## src/rtl/scan_line_decoder_if.sv

```systemverilog
// Control/status bundle for scan_line_decoder: master drives en/mode/load/num,
// slave returns the registered line outputs y, the current index and the wrap pulse.
interface scan_line_decoder_if #(
  parameter int unsigned SEL_W = 3,
  parameter int unsigned N_OUT = 8
);
  logic             en;
  logic             mode;
  logic             load;
  logic [SEL_W-1:0] num;
  logic [N_OUT-1:0] y;
  logic [SEL_W-1:0] cur;
  logic             wrap;

  modport master (output en, mode, load, num, input y, cur, wrap);
  modport slave  (input en, mode, load, num, output y, cur, wrap);
endinterface

```

## src/rtl/scan_line_decoder.sv

```systemverilog
// Registered binary-to-one-hot line decoder with direct and prescaled scan modes.
// Optional macro SCAN_LINE_DECODER_BLANK_EN blanks y on the last clock of each scan step.
module scan_line_decoder #(
  parameter int unsigned SEL_W      = 3,
  parameter int unsigned N_OUT      = 8,
  parameter int unsigned PRESCALE   = 1000,
  parameter int unsigned ACTIVE_LOW = 0
) (
  input  logic clk,
  input  logic n_reset,
  scan_line_decoder_if.slave bus
);
  localparam int unsigned PW = (PRESCALE > 1) ? $clog2(PRESCALE) : 1;
  localparam int unsigned CW = SEL_W + 1;
  localparam logic [PW-1:0]    P_LAST = PW'(PRESCALE - 1);
  localparam logic [SEL_W-1:0] I_LAST = SEL_W'(N_OUT - 1);
  localparam logic [N_OUT-1:0] IDLE   = (ACTIVE_LOW != 0) ? '1 : '0;

  logic [SEL_W-1:0] index_q, index_d;
  logic [PW-1:0]    presc_q, presc_d;
  logic             mode_q, mode_d;
  logic [N_OUT-1:0] y_q, y_d;
  logic             wrap_q, wrap_d;
  logic             num_ok;

  // Next-state: loads, scan stepping and output decode of the next index.
  always_comb begin
    index_d = index_q;
    presc_d = presc_q;
    mode_d  = mode_q;
    wrap_d  = 1'b0;
    y_d     = IDLE;
    num_ok  = CW'(bus.num) < CW'(N_OUT);
    if (bus.en) begin
      mode_d = bus.mode;
      if (bus.load && num_ok) begin
        index_d = bus.num;
      end
      // A load, a mode change or direct mode all restart the step timer.
      if (!bus.mode || (bus.mode != mode_q) || bus.load) begin
        presc_d = '0;
      end else if (presc_q == P_LAST) begin
        presc_d = '0;
        index_d = (index_q == I_LAST) ? '0 : index_q + SEL_W'(1);
        wrap_d  = (index_q == I_LAST);
      end else begin
        presc_d = presc_q + PW'(1);
      end
      y_d = (N_OUT'(1) << index_d) ^ IDLE;
`ifdef SCAN_LINE_DECODER_BLANK_EN
      if (bus.mode && (presc_d == P_LAST)) begin
        y_d = IDLE;
      end
`else
`endif
    end
  end

  // State and output registers.
  always_ff @(posedge clk or negedge n_reset) begin
    if (!n_reset) begin
      index_q <= '0;
      presc_q <= '0;
      mode_q  <= 1'b0;
      y_q     <= IDLE;
      wrap_q  <= 1'b0;
    end else begin
      index_q <= index_d;
      presc_q <= presc_d;
      mode_q  <= mode_d;
      y_q     <= y_d;
      wrap_q  <= wrap_d;
    end
  end

  assign bus.y    = y_q;
  assign bus.cur  = index_q;
  assign bus.wrap = wrap_q;
endmodule

```

## src/flat_wrapper.sv

```systemverilog
// flat-port wrapper written by rule: the top's interface ports become plain ports
module scan_line_decoder_flat 
#(
  parameter int unsigned SEL_W      = 3,
  parameter int unsigned N_OUT      = 8,
  parameter int unsigned PRESCALE   = 1000,
  parameter int unsigned ACTIVE_LOW = 0
)
  (clk, n_reset, bus_en, bus_mode, bus_load, bus_num, bus_y, bus_cur, bus_wrap);
  scan_line_decoder_if #(.SEL_W(SEL_W), .N_OUT(N_OUT)) bus_i ();
  input  logic clk;
  input  logic n_reset;
  input wire logic [$bits(bus_i.en)-1:0] bus_en;
  input wire logic [$bits(bus_i.mode)-1:0] bus_mode;
  input wire logic [$bits(bus_i.load)-1:0] bus_load;
  input wire logic [$bits(bus_i.num)-1:0] bus_num;
  output wire logic [$bits(bus_i.y)-1:0] bus_y;
  output wire logic [$bits(bus_i.cur)-1:0] bus_cur;
  output wire logic [$bits(bus_i.wrap)-1:0] bus_wrap;
  assign bus_i.en = bus_en;
  assign bus_i.mode = bus_mode;
  assign bus_i.load = bus_load;
  assign bus_i.num = bus_num;
  assign bus_y = bus_i.y;
  assign bus_cur = bus_i.cur;
  assign bus_wrap = bus_i.wrap;
  scan_line_decoder #(.SEL_W(SEL_W), .N_OUT(N_OUT), .PRESCALE(PRESCALE), .ACTIVE_LOW(ACTIVE_LOW)) u_core (.clk(clk), .n_reset(n_reset), .bus(bus_i));
endmodule
```

## config.mk

```make
export PLATFORM = sky130hd
export DESIGN_NAME = scan_line_decoder_flat
export DESIGN_NICKNAME = d
export VERILOG_FILES = /design/src/rtl/scan_line_decoder_if.sv /design/src/rtl/scan_line_decoder.sv /design/src/flat_wrapper.sv
export SDC_FILE = /design/constraint.sdc
export NUM_CORES = 1
export LEC_CHECK = 0
export CAP_MARGIN = 5
export CORE_ASPECT_RATIO = 0.75
export CORE_MARGIN = 2
export CORE_UTILIZATION = 40
export DETAILED_ROUTE_END_ITERATION = 6
export PLACE_DENSITY = 0.73
export RECOVER_POWER = 25
export SLEW_MARGIN = 5
export SYNTH_ARGS = -nofsm -noshare
export SYNTH_HDL_FRONTEND = slang
export SYNTH_SLANG_ARGS = --single-unit
```

## constraint.sdc

```tcl
create_clock -name clk -period 2 [get_ports clk]
set_clock_uncertainty 0.15 [all_clocks]
set_input_delay 0.4 -clock clk [delete_from_list [all_inputs] [get_ports clk]]
set_output_delay 0.4 -clock clk [all_outputs]
set_load 0.1 [all_outputs]
```

======== Yosys cells after proc, flatten, opt, wreduce, memory -nomap -nowiden ========
Index checks and enable logic that the tools add are counted.
word-level totals
  register bits after elaboration ......... 23
  input port bits ......................... 8
  output and inout bits ................... 12
  word-level logic and storage cells ...... 25
operators by class
  $add $sub $neg .......................... 2
  equal/unequal tests ..................... 3
  shift-type cells ........................ 1
  muxes and demuxes ....................... 11
  reductions and logical operators ........ 3
operators with widths
  operator               number
  $mux 10                2
  $mux 3                 5
  $add 10x1->10 const B  1
  $eq 10x10->1 const B   1
  $mux 8                 1
  $shl 1x3->8 const A    1
  $add 3x1->3 const B    1
  $eq 3x3->1 const B     1
  $mux 1                 3
  $logic_or 1x1->1       2
  $logic_not 1->1        1
  $ne 1x1->1             1

======== Logic depth before layout (Yosys ltp) ========
  word-level depth ........................ 7
  depth in mapped cells ................... 6
  depth with buffers taken out ............ 6

======== Least setup slack after synthesis ========
OpenSTA, ideal clock, no wires.
  path kind ............................... reg2reg
  from .................................... register u_core.index_q[0], in the netlist u_core.bus.cur[0]
  to ...................................... register u_core.y_q[2], in the netlist u_core.bus.y[2]
  setup time .............................. 0.119 ns
  arrival time ............................ 2.007 ns
  data required time ...................... 1.731 ns
  setup slack ............................. -0.276 ns
  cell stages (with the launch flop) ...... 6
  buffers on the path ..................... 0
  period minus slack after synthesis ...... 2.276 ns
  path through ............................ dfrtp_1 > ha_1 > ha_1 > or2_2 > and4_1 > o21a_1
between the ends
  cells in the longest elaborated chain, start to end .. 7
ends and longest elaborated chain
  element                                           line                     source
  start: declaration                                scan_line_decoder.sv:19  logic [SEL_W-1:0] index_q, index_d;
  start signal: assignment                          scan_line_decoder.sv:68  index_q <= index_d;
  $add 3x1->3 / $eq 3x3->1 (equally long branches)  scan_line_decoder.sv:44  index_d = (index_q == I_LAST) ? '0 : index_q + SEL_W'(1);
  $mux 3                                            scan_line_decoder.sv:44
  $mux 3                                            scan_line_decoder.sv:42  end else if (presc_q == P_LAST) begin
  $mux 3 *                                          scan_line_decoder.sv:40  if (!bus.mode || (bus.mode != mode_q) || bus.load) begin
  $mux 3 *                                          scan_line_decoder.sv:34  if (bus.en) begin
  $shl 1x3->8 *                                     scan_line_decoder.sv:49  y_d = (N_OUT'(1) << index_d) ^ IDLE;
  $mux 8 *                                          scan_line_decoder.sv:34
  named net u_core.y_d[2]                           scan_line_decoder.sv:22  logic [N_OUT-1:0] y_q, y_d;
  end signal: assignment                            scan_line_decoder.sv:71  y_q <= y_d;
  end: declaration                                  scan_line_decoder.sv:22
The timed path passes the listed nets; every way through them passes the cells marked *. The select of a mux whose other input is x is not followed.
A chain may end at the register's enable or synchronous reset.

======== Final worst setup path ========
  from .................................... register u_core.presc_q[1]
  to ...................................... register u_core.y_q[3], in the netlist u_core.bus.y[3]
between the ends
  cells in the longest elaborated chain, start to end .. 6
ends and longest elaborated chain
  element                   line                     source
  start: declaration        scan_line_decoder.sv:20  logic [PW-1:0] presc_q, presc_d;
  start signal: assignment  scan_line_decoder.sv:69  presc_q <= presc_d;
  $eq 10x10->1              scan_line_decoder.sv:42
  $mux 3                    scan_line_decoder.sv:42
  $mux 3                    scan_line_decoder.sv:40
  $mux 3                    scan_line_decoder.sv:34
  $shl 1x3->8               scan_line_decoder.sv:49
  $mux 8                    scan_line_decoder.sv:34
  named net u_core.y_d[3]   scan_line_decoder.sv:22
The timed path passes the listed nets, and every way through them passes these cells. The select of a mux whose other input is x is not followed.

==> flow_summary.ini <==
[run_status]
outcome = complete, no violations

[floorplan]
effective_utilization_at_floorplan_pct = 42.9
std_cell_rows = 17
core-area_mm2 = 0.00302
num_io_pins = 20
die_footprint_mm2 = 0.00371
die_w_um = 69.7
die_h_um = 53.3

[setup_path]
regToRegSetupSlack_ns = 0.04
nature_of_the_critical_path_endpoint = flip-flop
timing.rr.end = u_core.bus.y[3]$_DFF_PN0_
worstPathArrival_ns = 1.99
cp_data_required_time_ns = 2.04
worstPathMaxFanout = 5
critPathLaunch = u_core.presc_q[1]$_DFFE_PN0P_
r2r-start = u_core.presc_q[1]$_DFFE_PN0P_
worst_setup_path_endpoint = u_core.bus.y[3]$_DFF_PN0_
startpoint_type = flip-flop
setup.worst_path.class = flip-flop to flip-flop
worst-r2r-cell-count = 6

[global_route]
first_pass_grt_wire_length_mm = 5.04
gr-usage-met2_pct = 29.2
global_route_met3_usage_pct = 4.19
global_route.usage.met1_pct = 22.1
grt_max_degree = 24
number_of_antenna_violations_at_the_first_check_in_global_routing = 0
grt_use_total_pct = 17.4
gr-total-overflow = 0
globalRoute.busiestLayer = met2
first_global_vias = 1138

[power_and_ir_drop]
ir_drop_uv = 521
netSwitchingFraction_pct = 36.1
p_sw_uw = 452
p_per_area_mw_per_mm2 = 679
power.share.clock_pct = 22.8
combinationalPowerShare_pct = 36.1
power.share.sequential_pct = 41.1
finalPower_mw = 1.25
leakagePower_nw = 0.789
intPower_uw = 799

[detailed_routing]
route.antenna.remaining_nets = 0
finalWirelength_mm = 3.06
post_drt_wl_per_cell_um = 15.3
remaining_drc_errors = 0
drtPass1Iterations = 4
detail_route.vias_per_cell = 5.72
initialDrtViolationCount = 65
overall_via_count_from_detail_route = 1144

[placement]
gp_congestion = 0.834
dp.cells = 195
io_buf_count = 19
hpwlAfterDp_mm = 2.21

[yosys]
synth-seq-cells = 23
synth-warning-count = 0
post-synth-top-area-cell = sky130_fd_sc_hd__dfrtp_1
synth_edf_count = 0
dominant_cells_by_area_after_synthesis = sky130_fd_sc_hd__dfrtp_1 (44%), sky130_fd_sc_hd__mux2_2 (4.3%), sky130_fd_sc_hd__nand3_1 (3.5%)
syn_nets = 137
yosysTopAreaCellShare_pct = 44.4
synth_top_cells_by_count = sky130_fd_sc_hd__dfrtp_1 (23), sky130_fd_sc_hd__nand2_1 (12), sky130_fd_sc_hd__nand3_1 (9), sky130_fd_sc_hd__nor2_1 (7)
post_synthesis_cells = 126
ys_dominant_reg_cell = sky130_fd_sc_hd__dfrtp_1
yosysMostFrequentCell = sky130_fd_sc_hd__dfrtp_1
synth.avg_cell_area_um2 = 10.3
synthesis.area_mm2 = 0.00129
ys_seq_area_share_pct = 44.4
post_synth_num_cell_types = 41
asyncSetResetFlopFracSynth_pct = 100

[clocking]
clock_tree.root_cell = sky130_fd_sc_hd__clkbuf_8
clk_latency_ns = 0.26
post_cts_hold_buffer_count = 0
clkSlewWorstSetupHoldPaths_ns = 0.08
cts-buffers-inserted = 3
cts.htree.levels = 1
cts_tree = yes
cts.sink_count = 23
cts_buffer_depth = 2

[timing]
timing.hold.ws_ns = 0.426
setup-violations-final = 0
final_period_minus_worst_setup_slack_ns = 1.96
final_count_of_pins_violating_max_slew = 0
hold_violations = 0
period_share_pct = 97.8
timing.max_slew.rel_slack_pct = 61.9
fmaxAchievable_mhz = 511
tightestPinTransition_ns = 0.571
setup_tns_ns = 0

[cells_and_area]
drive_gt1_share_pct = 32.1
fin_nets = 174
post_layout_nonfiller_instances = 200
number_of_inserted_filler_cells_in_the_final_layout = 242
antenna_cells_inserted = 0
areaGrowthSynthToFinish_pct = 42.1
finalCoreUtilization_pct = 60.9

[run]
cap_viol_max_count = 0

[worst_hold_path]
whs_path_depth = 1
hold_class = flip-flop to flip-flop
per-layer routing:
layer	vias up	wire (um)
li1	539	-
met1	553	1350
met2	50	1460
met3	2	221
met4	0	34
met5	-	0
layout by cell type (no fill, tap or decap), drive strengths merged, types with 2 or more instances in the layout:
cell type	count
mux2i	4
nand3	10
buf	30
o41ai	2
o21ai	4
dfrtp	23
nor2	7
clkdlybuf4s50	5
o21a	3
clkbuf	4
o22ai	4
nand4	3
ha	3
a21oi	4
o31ai	3
mux2	5
xnor2	2
nor3	5
inv	5
nand2	12
nor4	3
nor4b	2
worst min-delay path by stage:
stage / end / slack [ns] / start
floorplan: u_core.bus.cur[2]$_DFFE_PN0P_ / -0.05 / n_reset
global placement: u_core.presc_q[7]$_DFFE_PN0P_ / 0.38 / u_core.presc_q[7]$_DFFE_PN0P_
detailed placement: u_core.presc_q[7]$_DFFE_PN0P_ / 0.41 / u_core.presc_q[7]$_DFFE_PN0P_
CTS: u_core.presc_q[9]$_DFFE_PN0P_ / 0.35 / n_reset
global route: u_core.presc_q[7]$_DFFE_PN0P_ / 0.45 / u_core.presc_q[7]$_DFFE_PN0P_
finish: u_core.presc_q[7]$_DFFE_PN0P_ / 0.43 / u_core.presc_q[7]$_DFFE_PN0P_
power by group through the flow:
stage | combinational, mW | clock (mW) | sequential (mW)
floorplan | 0.119 | 0 | 0.656
global placement | 0.428 | 0 | 0.522
detailed placement | 0.434 | 0 | 0.523
CTS | 0.436 | 0.291 | 0.514
global route | 0.472 | 0.314 | 0.517
finish | 0.451 | 0.285 | 0.514
critical path, cell delays in order, from the launching register on:
cell                       delay [ns]
sky130_fd_sc_hd__dfrtp_1         0.43
sky130_fd_sc_hd__ha_1            0.24
sky130_fd_sc_hd__nand2_1         0.14
sky130_fd_sc_hd__nor4_4          0.07
sky130_fd_sc_hd__buf_2           0.16
sky130_fd_sc_hd__or4_1           0.51
sky130_fd_sc_hd__a21boi_1        0.18
flip-flops by register name (all words and copies together) (netlist names):
register	flops
u_core.bus.cur	3
u_core.presc_q	10
u_core.bus.wrap	1
u_core.bus.y	8
u_core.mode_q	1
metrics by stage:
step / setup slack (ns) / area (um2)
2_1_floorplan: 0.00526 / 1300
3_3_place_gp: -0.195 / 1760
3_5_place_dp: -0.265 / 1760
4_1_cts: 0.0112 / 1800
5_1_grt: -0.00138 / 1840
6_report: 0.0430 / 1840
what timing repair did:
item                                   CTS  global route
gates resized for setup                  0             6
setup endpoints to repair                0             8
endpoints found under the hold margin    0             0
setup buffers                            0             0
cells by family (layout without fill, tap and decap cells):
kind of cell	after synthesis	in the layout	share of synthesized area, %
xor gates and xnor gates	3	3	2.03
AOI/OAI and AO/OA	25	25	14.1
adders and majority gates	3	3	2.90
buffers and inverters	11	47	4.44
DFF	23	23	44.4
muxes	9	9	7.44
and+or+nand+nor	52	52	24.6
area by class of cell:
cell class / count / area [um2] / area share (%)
clock buffer: 3 / 41.3 / 2.24
clock inverter: 1 / 5.00 / 0.272
inverter: 5 / 18.8 / 1.02
multi-input combinational: 92 / 689 / 37.5
sequential: 23 / 584 / 31.7
tap: 38 / 47.5 / 2.58
timing repair buffer: 38 / 454 / 24.7
Power figures use the tool's default switching activity.
